File: src/rtl/dmem_pkg.sv
// Shared encodings and defaults for the data-memory controller.
package dmem_pkg;

    localparam int unsigned ADDR_W_DEF = 10;

    localparam logic [1:0] SZ_BYTE = 2'b00;
    localparam logic [1:0] SZ_HALF = 2'b01;
    localparam logic [1:0] SZ_WORD = 2'b10;

    typedef enum logic [1:0] {
        IDLE      = 2'b00,
        LOAD_WAIT = 2'b01,
        RMW_WRITE = 2'b10
    } state_e;

endpackage

File: src/rtl/dmem_merge.sv
// Lane merge for sub-word stores: overlays byte/half store data onto the old RAM word.
module dmem_merge
    import dmem_pkg::*;
(
    input  logic [31:0] old_word,
    input  logic [15:0] wdata,
    input  logic [1:0]  size,
    input  logic [1:0]  offset,
    output logic [31:0] new_word
);

    always_comb begin
        new_word = old_word;
        if (size == SZ_BYTE) begin
            new_word[{offset, 3'b000} +: 8] = wdata[7:0];
        end else if (size == SZ_HALF) begin
            if (offset[1]) begin
                new_word[31:16] = wdata;
            end else begin
                new_word[15:0] = wdata;
            end
        end
    end

endmodule

File: src/rtl/dmem_ctrl.sv
// MEM-stage data-memory controller: aligned loads, word stores, and read-modify-write
// for byte/half stores against a synchronous-read single-port RAM.
module dmem_ctrl
    import dmem_pkg::*;
#(
    parameter int unsigned ADDR_W = ADDR_W_DEF
) (
    input  logic              clk,
    input  logic              rst_n,
    input  logic              req_valid,
    input  logic              req_write,
    input  logic [1:0]        req_size,
    input  logic [31:0]       req_addr,
    input  logic [31:0]       req_wdata,
    output logic              stall,
    output logic              done,
    output logic [31:0]       mem_data,
    output logic              misalign,
    output logic [31:0]       stall_cnt,
    output logic [ADDR_W-1:0] ram_addr,
    output logic [31:0]       ram_din,
    output logic              ram_we,
    input  logic [31:0]       ram_dout
);

    state_e            state_q, state_d;
    logic [ADDR_W+1:0] addr_q, addr_d;
    logic [1:0]        size_q, size_d;
    logic [15:0]       wdata_q, wdata_d;
    logic [31:0]       mem_data_q, mem_data_d;
    logic [31:0]       stall_cnt_q, stall_cnt_d;

    logic        req_is_word;
    logic        req_misaligned;
    logic        req_live;
    logic [31:0] merged_word;
    logic        unused_addr_hi;

    assign unused_addr_hi = ^req_addr[31:ADDR_W+2];

    // Size 2'b11 behaves as a word access.
    assign req_is_word    = req_size[1];
    assign req_misaligned = req_is_word ? (req_addr[1:0] != 2'b00)
                                        : ((req_size == SZ_HALF) && req_addr[0]);
    // Qualify with rst_n so IDLE outputs go quiet the moment reset asserts.
    assign req_live       = req_valid && rst_n;

    dmem_merge u_merge (
        .old_word (ram_dout),
        .wdata    (wdata_q),
        .size     (size_q),
        .offset   (addr_q[1:0]),
        .new_word (merged_word)
    );

    always_comb begin
        state_d    = state_q;
        addr_d     = addr_q;
        size_d     = size_q;
        wdata_d    = wdata_q;
        mem_data_d = mem_data_q;
        stall      = 1'b0;
        done       = 1'b0;
        misalign   = 1'b0;
        ram_we     = 1'b0;
        ram_din    = '0;
        ram_addr   = addr_q[ADDR_W+1:2];
        mem_data   = mem_data_q;

        unique case (state_q)
            IDLE: begin
                ram_addr = req_addr[ADDR_W+1:2];
                if (req_live) begin
                    if (req_misaligned) begin
                        misalign = 1'b1;
                        done     = 1'b1;
                    end else if (req_write && req_is_word) begin
                        ram_we  = 1'b1;
                        ram_din = req_wdata;
                        done    = 1'b1;
                    end else begin
                        stall   = 1'b1;
                        addr_d  = req_addr[ADDR_W+1:0];
                        size_d  = req_is_word ? SZ_WORD : req_size;
                        wdata_d = req_wdata[15:0];
                        state_d = req_write ? RMW_WRITE : LOAD_WAIT;
                    end
                end
            end
            LOAD_WAIT: begin
                mem_data   = ram_dout;
                mem_data_d = ram_dout;
                done       = 1'b1;
                state_d    = IDLE;
            end
            RMW_WRITE: begin
                ram_we  = 1'b1;
                ram_din = merged_word;
                done    = 1'b1;
                state_d = IDLE;
            end
            default: state_d = IDLE;
        endcase

        stall_cnt_d = (stall && (stall_cnt_q != '1)) ? stall_cnt_q + 32'd1 : stall_cnt_q;
    end

    assign stall_cnt = stall_cnt_q;

    always_ff @(posedge clk or negedge rst_n) begin
        if (!rst_n) begin
            state_q     <= IDLE;
            addr_q      <= '0;
            size_q      <= '0;
            wdata_q     <= '0;
            mem_data_q  <= '0;
            stall_cnt_q <= '0;
        end else begin
            state_q     <= state_d;
            addr_q      <= addr_d;
            size_q      <= size_d;
            wdata_q     <= wdata_d;
            mem_data_q  <= mem_data_d;
            stall_cnt_q <= stall_cnt_d;
        end
    end

endmodule

File: config.mk
export PLATFORM = sky130hd
export DESIGN_NAME = dmem_ctrl
export DESIGN_NICKNAME = d
export VERILOG_FILES = /design/src/rtl/dmem_pkg.sv /design/src/rtl/dmem_merge.sv /design/src/rtl/dmem_ctrl.sv
export SDC_FILE = /design/constraint.sdc
export NUM_CORES = 1
export LEC_CHECK = 0
export ABC_AREA = 1
export CORE_MARGIN = 5
export CORE_UTILIZATION = 51
export CTS_BUF_LIST = sky130_fd_sc_hd__clkbuf_8
export DETAILED_ROUTE_END_ITERATION = 10
export PLACE_DENSITY_LB_ADDON = 0.05
export SETUP_SLACK_MARGIN = 0.05
export SYNTH_ARGS = -nofsm -noshare
export SYNTH_HDL_FRONTEND = slang
export SYNTH_SLANG_ARGS = --single-unit
File: constraint.sdc
create_clock -name clk -period 4.9 [get_ports clk]
set_input_delay 0.49 -clock clk [delete_from_list [all_inputs] [get_ports clk]]
set_output_delay 0.49 -clock clk [all_outputs]
set_load 0.03 [all_outputs]
# ---- Word-level counts from Yosys, hierarchy flattened
# Index checks and enable logic that the tools add are counted.
dict set report word_totals {
  reg_bits 96
  in_bits 102
  output_inout_bits 110
  elab_cells 62
}
dict set report op_classes {
  addsub 2
  n_eq_ne 8
  shifts 2
  muxes 32
  bitwise 2
  n_reduce_logical 10
}
# op count
set op_table {}
lappend op_table {{two-way mux 32 bit} 6}
lappend op_table {{one-hot mux 32 bit (2 select lines)} 1}
lappend op_table {{adder 32 x 1 -> 32 bit (second input constant)} 1}
lappend op_table {{bitwise mux 32 bit} 1}
lappend op_table {{two-way mux 16 bit} 2}
lappend op_table {{inequality test 32 bit (second input constant)} 1}
lappend op_table {{variable shift 8 x 7 -> 32 bit (first input constant)} 1}
lappend op_table {{variable part select 8 x 7 -> 32 bit} 1}
lappend op_table {{two-way mux 1 bit} 13}
lappend op_table {{two-way mux 2 bit} 6}
lappend op_table {{two-way mux 10 bit} 1}
lappend op_table {{negator 5 -> 7 bit} 1}
lappend op_table {{equality test 2 x 1 -> 1 bit (second input constant)} 3}
lappend op_table {{inequality test 2 bit (second input constant)} 3}
lappend op_table {{logical AND 1 bit} 4}
lappend op_table {{zero test 2 bit} 2}
lappend op_table {{one-hot mux 1 bit (2 select lines)} 2}
lappend op_table {{AND reduction 4 bit} 1}
lappend op_table {{AND reduction 3 bit} 1}
lappend op_table {{equality test 2 bit (second input constant)} 1}
lappend op_table {{inverter 1 bit} 2}
lappend op_table {{nonzero test 2 bit} 1}
lappend op_table {{OR reduction 2 bit} 1}

# ---- Longest topological paths before layout
# Gate-level depths: netlist of the first run.
dict set report depth {
  depth_word 7
  mapped_depth 11
  ltp_nobuf 10
}

# ---- Cells and area by module
# From an unflattened synthesis of the first run, not the netlist that was laid out.
dict set report unflattened {
  cells_unflattened 1040
  hier_area_um2 6817.8
}
# mod n_inst cells_each area_per_inst_um2 seq_area_each_um2
set modules_own_cells {}
lappend modules_own_cells {dmem_ctrl 1 686 5223.8 2402.3}
lappend modules_own_cells {dmem_merge 1 354 1594.0 0.0}

# ---- Worst setup path after synthesis of the first run
# Ideal clock, no wire load.
dict set report synth_timing {
  path_type {register to output}
  start {reg addr_q[0]}
  end {out ram_din[29]}
  t_arrival_ps 2086
  required_ps 4410
  slack_ps 2324
  path_stages_with_launch 8
  n_path_buf 0
  cell_sequence {dfrtp_1 > inv_1 > ha_1 > nor2_1 > nand3_1 > o21ai_0 > nand2_1 > o21ai_0}
}
dict set report synth_via {
  elab_chain_len 5
  elab_cells_between_ends 6
  cone_classes {add/sub (1); shift (2); mux (3)}
}
# item line_no
set synth_rtl {}
lappend synth_rtl {{start: declaration} dmem_ctrl.sv:27} ;# logic [ADDR_W+1:0] addr_q, addr_d;
lappend synth_rtl {{start signal: assignment} dmem_ctrl.sv:120} ;# addr_q <= addr_d;
lappend synth_rtl {{negator 5 -> 7 bit *} dmem_merge.sv:15} ;# new_word[{offset, 3'b000} +: 8] = wdata[7:0];
lappend synth_rtl {{variable part select 8 x 7 -> 32 bit or variable shift 8 x 7 -> 32 bit (tied branches)} dmem_merge.sv:15}
lappend synth_rtl {{bitwise mux 32 bit *} dmem_merge.sv:15}
lappend synth_rtl {{two-way mux 32 bit *} dmem_merge.sv:14} ;# if (size == SZ_BYTE) begin
lappend synth_rtl {{one-hot mux 32 bit (2 select lines) *} dmem_ctrl.sv:70} ;# unique case (state_q)
lappend synth_rtl {{end: declaration} dmem_ctrl.sv:21} ;# output logic [31:0] ram_din,
# Every way passes the cells marked *; elsewhere a longest branch is shown, timed or not.

# ---- Final worst setup path of the first run
dict set report layout_timing {
  start {reg state_q[0]}
  end {out ram_din[13]}
}
dict set report layout_via {
  elab_chain_len 2
  elab_cells_between_ends 3
  cone_classes {eq/ne (1); mux (1); reduce/logical (1)}
}
# item line_no
set layout_rtl {}
lappend layout_rtl {{start: declaration} dmem_ctrl.sv:26} ;# state_e state_q, state_d;
lappend layout_rtl {{start signal: assignment} dmem_ctrl.sv:119} ;# state_q <= state_d;
lappend layout_rtl {{equality test 2 bit or zero test 2 bit (tied branches)} dmem_ctrl.sv:70}
lappend layout_rtl {{one-hot mux 32 bit (2 select lines) *} dmem_ctrl.sv:70}
# Marks and branches as above.

==> flow_summary_export.csv, run 1 <==
group,metric,value,unit
die,fp.dieArea,14400,sq um
pwr,ir_drop,0.000293,V
grt,top_usage_layer,"met2",
flow_run,cap_viol_max_count,0,
pwr,pwr_density_cell,498,nW/um^2
die,coreArea,12000,sq um
final_layout,diodes,0,
pwr,p_total,4.16,mW
die,die_width,120,um
final_layout,fin_util,69.8,%
clock_network,cts-buffers-inserted,9,
sta,relSlewSlack,35.4,%
final_layout,drive_gt1_share,5.51,%
clock_network,cts.sinks,96,
setup_path,path_cells,"inv_1 -> ha_1 -> inv_1 -> nor2_2 -> nand3_1 -> inv_1 -> buf_4 -> nand2_1 -> nand2_1 -> clkdlybuf4s50_1",
yosys,synth_area_per_cell,6.90,sq um
clock_network,cts_resized,0,
setup_path,critPathKind,"reg -> out",
setup_path,reg2reg_slack,1.92,ns
place,port_buffers,191,
setup_path,cp_data_required_time,4.41,ns
routing,drt_iter0_drc,430,
grt,grt_first_pass_wirelength,30400,um
clock_network,clkSlewWorstSetupHoldPaths,0.10,ns
sta,post-route-period-util,76.4,%
grt,gr-usage-all-layers,26.1,%
grt,grt_overflow,0,
die,io_pins,212,
place,dp_slack,1.56,ns
status,status,"completed",
yosys,seq_area_frac_synth,38.8,%
grt,grt_pass1_vias,6117,
sta,finalSetupTns,0,ns
die,row_count,40,
clock_network,cts-root-buf,"clkbuf_8",
yosys,ys_warn_count,0,
yosys,synthCells,898,
setup_path,reg2reg_to,"stall_cnt[8]",
final_layout,most-common-layout-cells,"337 x nand2_1, 190 x clkdlybuf4s50_1, 108 x o21ai_0",
worst_hold_path,hold_class,"in -> async",
setup_path,cp-end-kind,"output port",
clock_network,worstSkewPairLatency,0.39,ns
clock_network,postCtsSetupRepairBufs,0,
clock_network,holdBufCountCts,0,
place,dp_hpwl,13800,um
sta,setup_viol,0,
final_layout,final_common_cell,"nand2_1",
final_layout,nNetsFinal,1179,
die,start_util,51.8,%
routing,vias,6345,
sta,clock_skew,0.00863,ns
setup_path,cpMostUsedCell,"inv_1",
routing,wl,18500,um
sta,min_period,3.74,ns
yosys,syn_area,6190,sq um
setup_path,slowest_stage,"clkdlybuf4s50_1",
setup_path,crit_path_start_kind,"flop",
routing,viasPerCell,5.21,
grt,grt.met1_usage,31.9,%
sta,timing.final.ws_setup,1.16,ns
grt,grt_use_met2,46.4,%
setup_path,crit-reg2reg-launch,"state_q[0]",
clock_network,cts_tree,"built",
setup_path,reg2regPathDepth,11,
routing,postRouteAntennaNets,0,
sta,slew_viol_final,0,
setup_path,slowest_delay,0.68,ns
grt,grt_max_degree,63,
grt,antenna_found_initial,0,
die,die_h,120,um
final_layout,fill_cells,1083,
sta,rsz0062_at_grt,"false",
pwr,leakage,3.63,nW
routing,drc,0,
setup_path,critical_path.endpoint,"ram_din[13]",
setup_path,worstPathMaxFanout,32,
clock_network,h-tree-depth,3,
final_layout,area_growth,34.8,%
sta,tightest_slew,0.966,ns
sta,hold_viol,0,
setup_path,arrival,3.25,ns
clock_network,cts_buffer_depth,2,
setup_path,crit_path_start,"state_q[0]",
yosys,synth_nets,1010,
grt,met3_usage,4.21,%
yosys,ys_ff_latch,96,
place,routabilityCongestion,0.901,
sta,max_freq,267,MHz
routing,wl_per_cell,15.2,um
yosys,synth.distinct_cells,30,
routing,dr.pass1.iters,5,
==> cell families (layout without fill, tap and decap cells) <==
family                     Yosys count  after routing  share of synthesized area, %
AOI/OAI and AO/OA                  184            184                          15.7
xor gates and xnor gates            11             11                          1.56
adders and majority gates           10             10                          2.02
buffers and inverters              121            294                          8.26
DFF                                 96             96                          38.8
muxes                               23             23                          4.18
and+or+nand+nor                    453            453                          29.5
==> worst max-delay path: cells and delay by family (launching register included) <==
family / cells / cell delay, ns
adder cells (fa/ha/maj): 1 / 0.55
buffers and inverters: 5 / 1.35
flip-flops: 1 / 0.43
AND/OR/NAND/NOR: 4 / 0.52
==> where the power goes <==
group	switching, mW	internal [mW]
Sequential	0.121	1.06
Combinational	1.48	0.906
Clock	0.289	0.298
==> Yosys cell counts <==
cell type  instances  area, sq um
a21oi_1           58          290
buf_1              1         3.75
buf_2              9         45.0
buf_4              1         7.51
buf_6              5         56.3
clkbuf_1          22         82.6
dfrtp_1           96         2400
ha_1              10          125
inv_1             80          300
inv_2              2         7.51
inv_6              1         8.76
mux2_2            23          259
nand2_1          337         1260
nand2_2            2         12.5
nand2_4            2         22.5
nand2_8            1         20.0
nand3_1           34          170
nand4_1            3         18.8
nor2_1            65          244
nor2_2             4         25.0
nor2_4             1         11.3
nor2_8             1         20.0
nor3_1             3         15.0
o211ai_1           8         60.1
o21a_1             1         7.51
o21ai_0          108          541
o221ai_1           8         70.1
o22ai_1            1         6.26
xnor2_1            4         35.0
xor2_1             7         61.3
==> metrics by stage <==
| stage | hold WS [ns] | area, sq um | instances |
|---|---|---|---|
| 3_5_place_dp | 0.485 | 8130 | 1203 |
| 3_3_place_gp | 0.479 | 8130 | 1203 |
| 2_1_floorplan | 0.194 | 6190 | 898 |
| 6_report | 0.0400 | 8350 | 1218 |
| 4_1_cts | 0.0523 | 8350 | 1218 |
| 5_1_grt | 0.0808 | 8350 | 1218 |
==> how the worst min path moves through the flow <==
stage               slack, ns             end
floorplan                0.19       addr_q[0]
global placement         0.48  mem_data_q[16]
detailed placement       0.48  mem_data_q[16]
CTS                      0.05  mem_data_q[16]
global route             0.08  mem_data_q[16]
finish                   0.04  mem_data_q[16]
==> sequential cells by signal, summed over array words and instances (netlist names) <==
register    cells
mem_data_q     32
state_q         2
size_q          2
stall_cnt      32
addr_q         12
wdata_q        16
==> layout make-up <==
cell class / instances / area (sq um) / area share [%]
Clock buffer: 10 / 138 / 1.65
Inverter: 83 / 317 / 3.79
Tap cell: 147 / 184 / 2.20
Sequential cell: 96 / 2400 / 28.8
Timing Repair Buffer: 196 / 1950 / 23.3
Multi-Input combinational cell: 681 / 3280 / 39.3
Clock inverter: 5 / 81.3 / 0.974
==> per-layer routing <==
layer  wire length (um)  part of all wire, %
met5                  0                    0
met4                442                  2.4
met3               1030                  5.5
met2               9320                   50
met1               7750                   42
Note: power is estimated with default switching activity, not from simulation.
==> inputs of run 2 (changes only) <==
CORE_UTILIZATION = 43   (was 51)
clock period = 3.2 ns   (was 4.9 ns; I/O delays follow)
==> run 2 against run 1 <==
Clock skew about the same. Worst setup slack worse by 0.91 ns. First-iteration DRC count fell by 5.6%. Final area grew 0.30%. Sequential power grew 53%. Largest power group unchanged. Sequential share of layout area fell by 0.086 points. Wire length rose by 7.2%. Worst hold slack better by 0.46 ns.
==> flow_summary_export.csv, run 2 (synthesis gave the netlist of run 1 again) <==
group,metric,value,unit
status,status,"completed",
final_layout,fill_cells,1369,
setup_path,path_depth,8,
clock_network,h-tree-depth,3,
setup_path,slowest_delay,0.44,ns
grt,antenna_found_initial,1,
flow_run,cap_viol_max_count,0,
sta,slew_viol_final,0,
setup_path,arrival,2.63,ns
clock_network,cts_buffer_depth,2,
pwr,ir_drop,0.000351,V
worst_hold_path,hold_class,"reg -> reg",
die,fp.dieArea,16900,sq um
die,row_count,43,
setup_path,crit_buf_inv,2,
clock_network,cts-root-buf,"clkbuf_8",
clock_network,cts.sinks,96,
setup_path,critPathKind,"reg -> out",
place,dp_hpwl,15000,um
setup_path,slowest_stage,"dfrtp_1",
final_layout,drive_gt1_share,9.17,%
sta,clock_skew,0.00910,ns
routing,vias,6391,
routing,drt_iter0_drc,406,
setup_path,cpMostUsedCell,"o21ai_0",
final_layout,final_common_cell,"nand2_1",
grt,grt_pass1_vias,6043,
setup_path,cpLargestDelayFamily,"simple AND/OR/NAND/NOR gates",
routing,viasPerCell,5.07,
sta,tightest_slew,0.889,ns
sta,timing.final.ws_setup,0.248,ns
setup_path,reg2regPathDepth,10,
sta,finalSetupTns,0,ns
grt,grt_first_pass_wirelength,31000,um
final_layout,most-common-layout-cells,"337 x nand2_1, 157 x clkdlybuf4s50_1, 108 x o21ai_0",
place,dp_slack,0.679,ns
setup_path,cp-end-kind,"output port",
die,die_h,130,um
sta,min_period,2.95,ns
grt,grt_max_degree,69,
die,die_width,130,um
setup_path,worstPathMaxFanout,8,
die,start_util,44.3,%
sta,relSlewSlack,40.7,%
setup_path,cp_data_required_time,2.88,ns
sta,max_freq,339,MHz
grt,grt_overflow,0,
routing,drc,0,
sta,post-route-period-util,92.2,%
routing,postRouteAntennaNets,0,
pwr,pwr_density_cell,760,nW/um^2
grt,gr-usage-all-layers,23.5,%
routing,wl,19900,um
die,io_pins,212,
final_layout,nNetsFinal,1187,
routing,dr.pass1.iters,5,
die,coreArea,14000,sq um
setup_path,path_cells,"inv_1 -> ha_1 -> nor2_1 -> nand3_1 -> o21ai_0 -> nand2_1 -> o21ai_0 -> buf_4",
clock_network,worstSkewPairLatency,0.39,ns
sta,setup_viol,0,
clock_network,cts-buffers-inserted,9,
sta,hold_viol,0,
clock_network,cts_tree,"built",
worst_hold_path,hold_depth,1,
routing,wl_per_cell,15.8,um
sta,rsz0062_at_grt,"false",
clock_network,cts_resized,0,
place,port_buffers,191,
place,routabilityCongestion,0.883,
final_layout,area_growth,35.2,%
setup_path,crit_path_start_kind,"flop",
clock_network,clkSlewWorstSetupHoldPaths,0.10,ns
pwr,leakage,3.72,nW
run 2: cell count changes in the layout (fill, tap and decap cells not counted), sizes merged, moves of 2 or more:
| cell | delta |
|---|---|
| clkinvlp | +2 |
| clkinv | -2 |
| buf | +40 |
| clkdlybuf4s50 | -33 |
run 2: worst paths after layout:
| kind | slack (ns) | to | startpoint |
|---|---|---|---|
| worst max-delay path | 0.25 | ram_din[29] | addr_q[0] |
| worst min-delay path | 0.50 | mem_data_q[22] | mem_data_q[22] |
| worst max register to register | 1.16 | stall_cnt[21] | stall_cnt[0] |
| worst min register to register | 0.50 | mem_data_q[22] | mem_data_q[22] |
| max in group asynchronous | 1.46 | mem_data_q[28] | rst_n |
| min in group asynchronous | 0.51 | mem_data_q[12] | rst_n |
run 2: per-layer routing:
layer  wire length (um)  GRT usage, %
met3               1280          3.44
met1               8110          29.0
met5                  0             0
met4                738          10.5
met2               9740          40.7
run 2: worst reg2reg max path: stages (launching register included):
cell,delay [ns]
dfrtp_1,0.51
ha_1,0.35
nand2_2,0.10
nor2_4,0.14
nand2_4,0.10
nor2_8,0.15
nand2_4,0.09
nand2_8,0.20
inv_6,0.14
nand2_1,0.12
nand2_1,0.05
run 2: power by group:
| part | internal, mW | switching [mW] |
|---|---|---|
| Clock | 0.402 | 0.463 |
| Combinational | 1.38 | 2.31 |
| Sequential | 1.62 | 0.183 |
run 2: final cells by class:
type | instances | area (sq um) | share of cell area (%)
Clock inverter | 5 | 56.3 | 0.672
Timing Repair Buffer | 204 | 1940 | 23.2
Clock buffer | 11 | 151 | 1.81
Inverter | 83 | 317 | 3.78
Sequential cell | 96 | 2400 | 28.7
Multi-Input combinational cell | 681 | 3280 | 39.2
Tap cell | 180 | 225 | 2.69
Antenna cell | 1 | 2.50 | 0.0299
run 2: timing repair:
item / 4_1_cts / 5_1_grt
hold endpoints to repair: 28 / 0
setup buffers: 0 / 0
hold buffers: 1 / 0
run 2: stage by stage:
step | utilization (%) | hold slack [ns] | total power, mW | instances | area (sq um)
2_1_floorplan | - | 0.0244 | 4.16 | 898 | 6190
3_3_place_gp | 58.3 | 0.391 | 5.47 | 1243 | 8160
3_5_place_dp | 58.3 | 0.388 | 5.54 | 1243 | 8160
4_1_cts | 59.9 | 0.504 | 6.41 | 1260 | 8370
5_1_grt | 59.9 | 0.521 | 6.78 | 1261 | 8380
6_report | 59.9 | 0.502 | 6.36 | 1261 | 8380
==> inputs of run 3 (changes only) <==
SKIP_CTS_REPAIR_TIMING = 1   (was default)
==> results of run 3 <==
Same layout as run 2: the final DEF is identical, and so are final timing and power.
Among the figures that moved: met1 usage 29.0% -> 28.9%; met3 usage 3.44% -> 3.48%
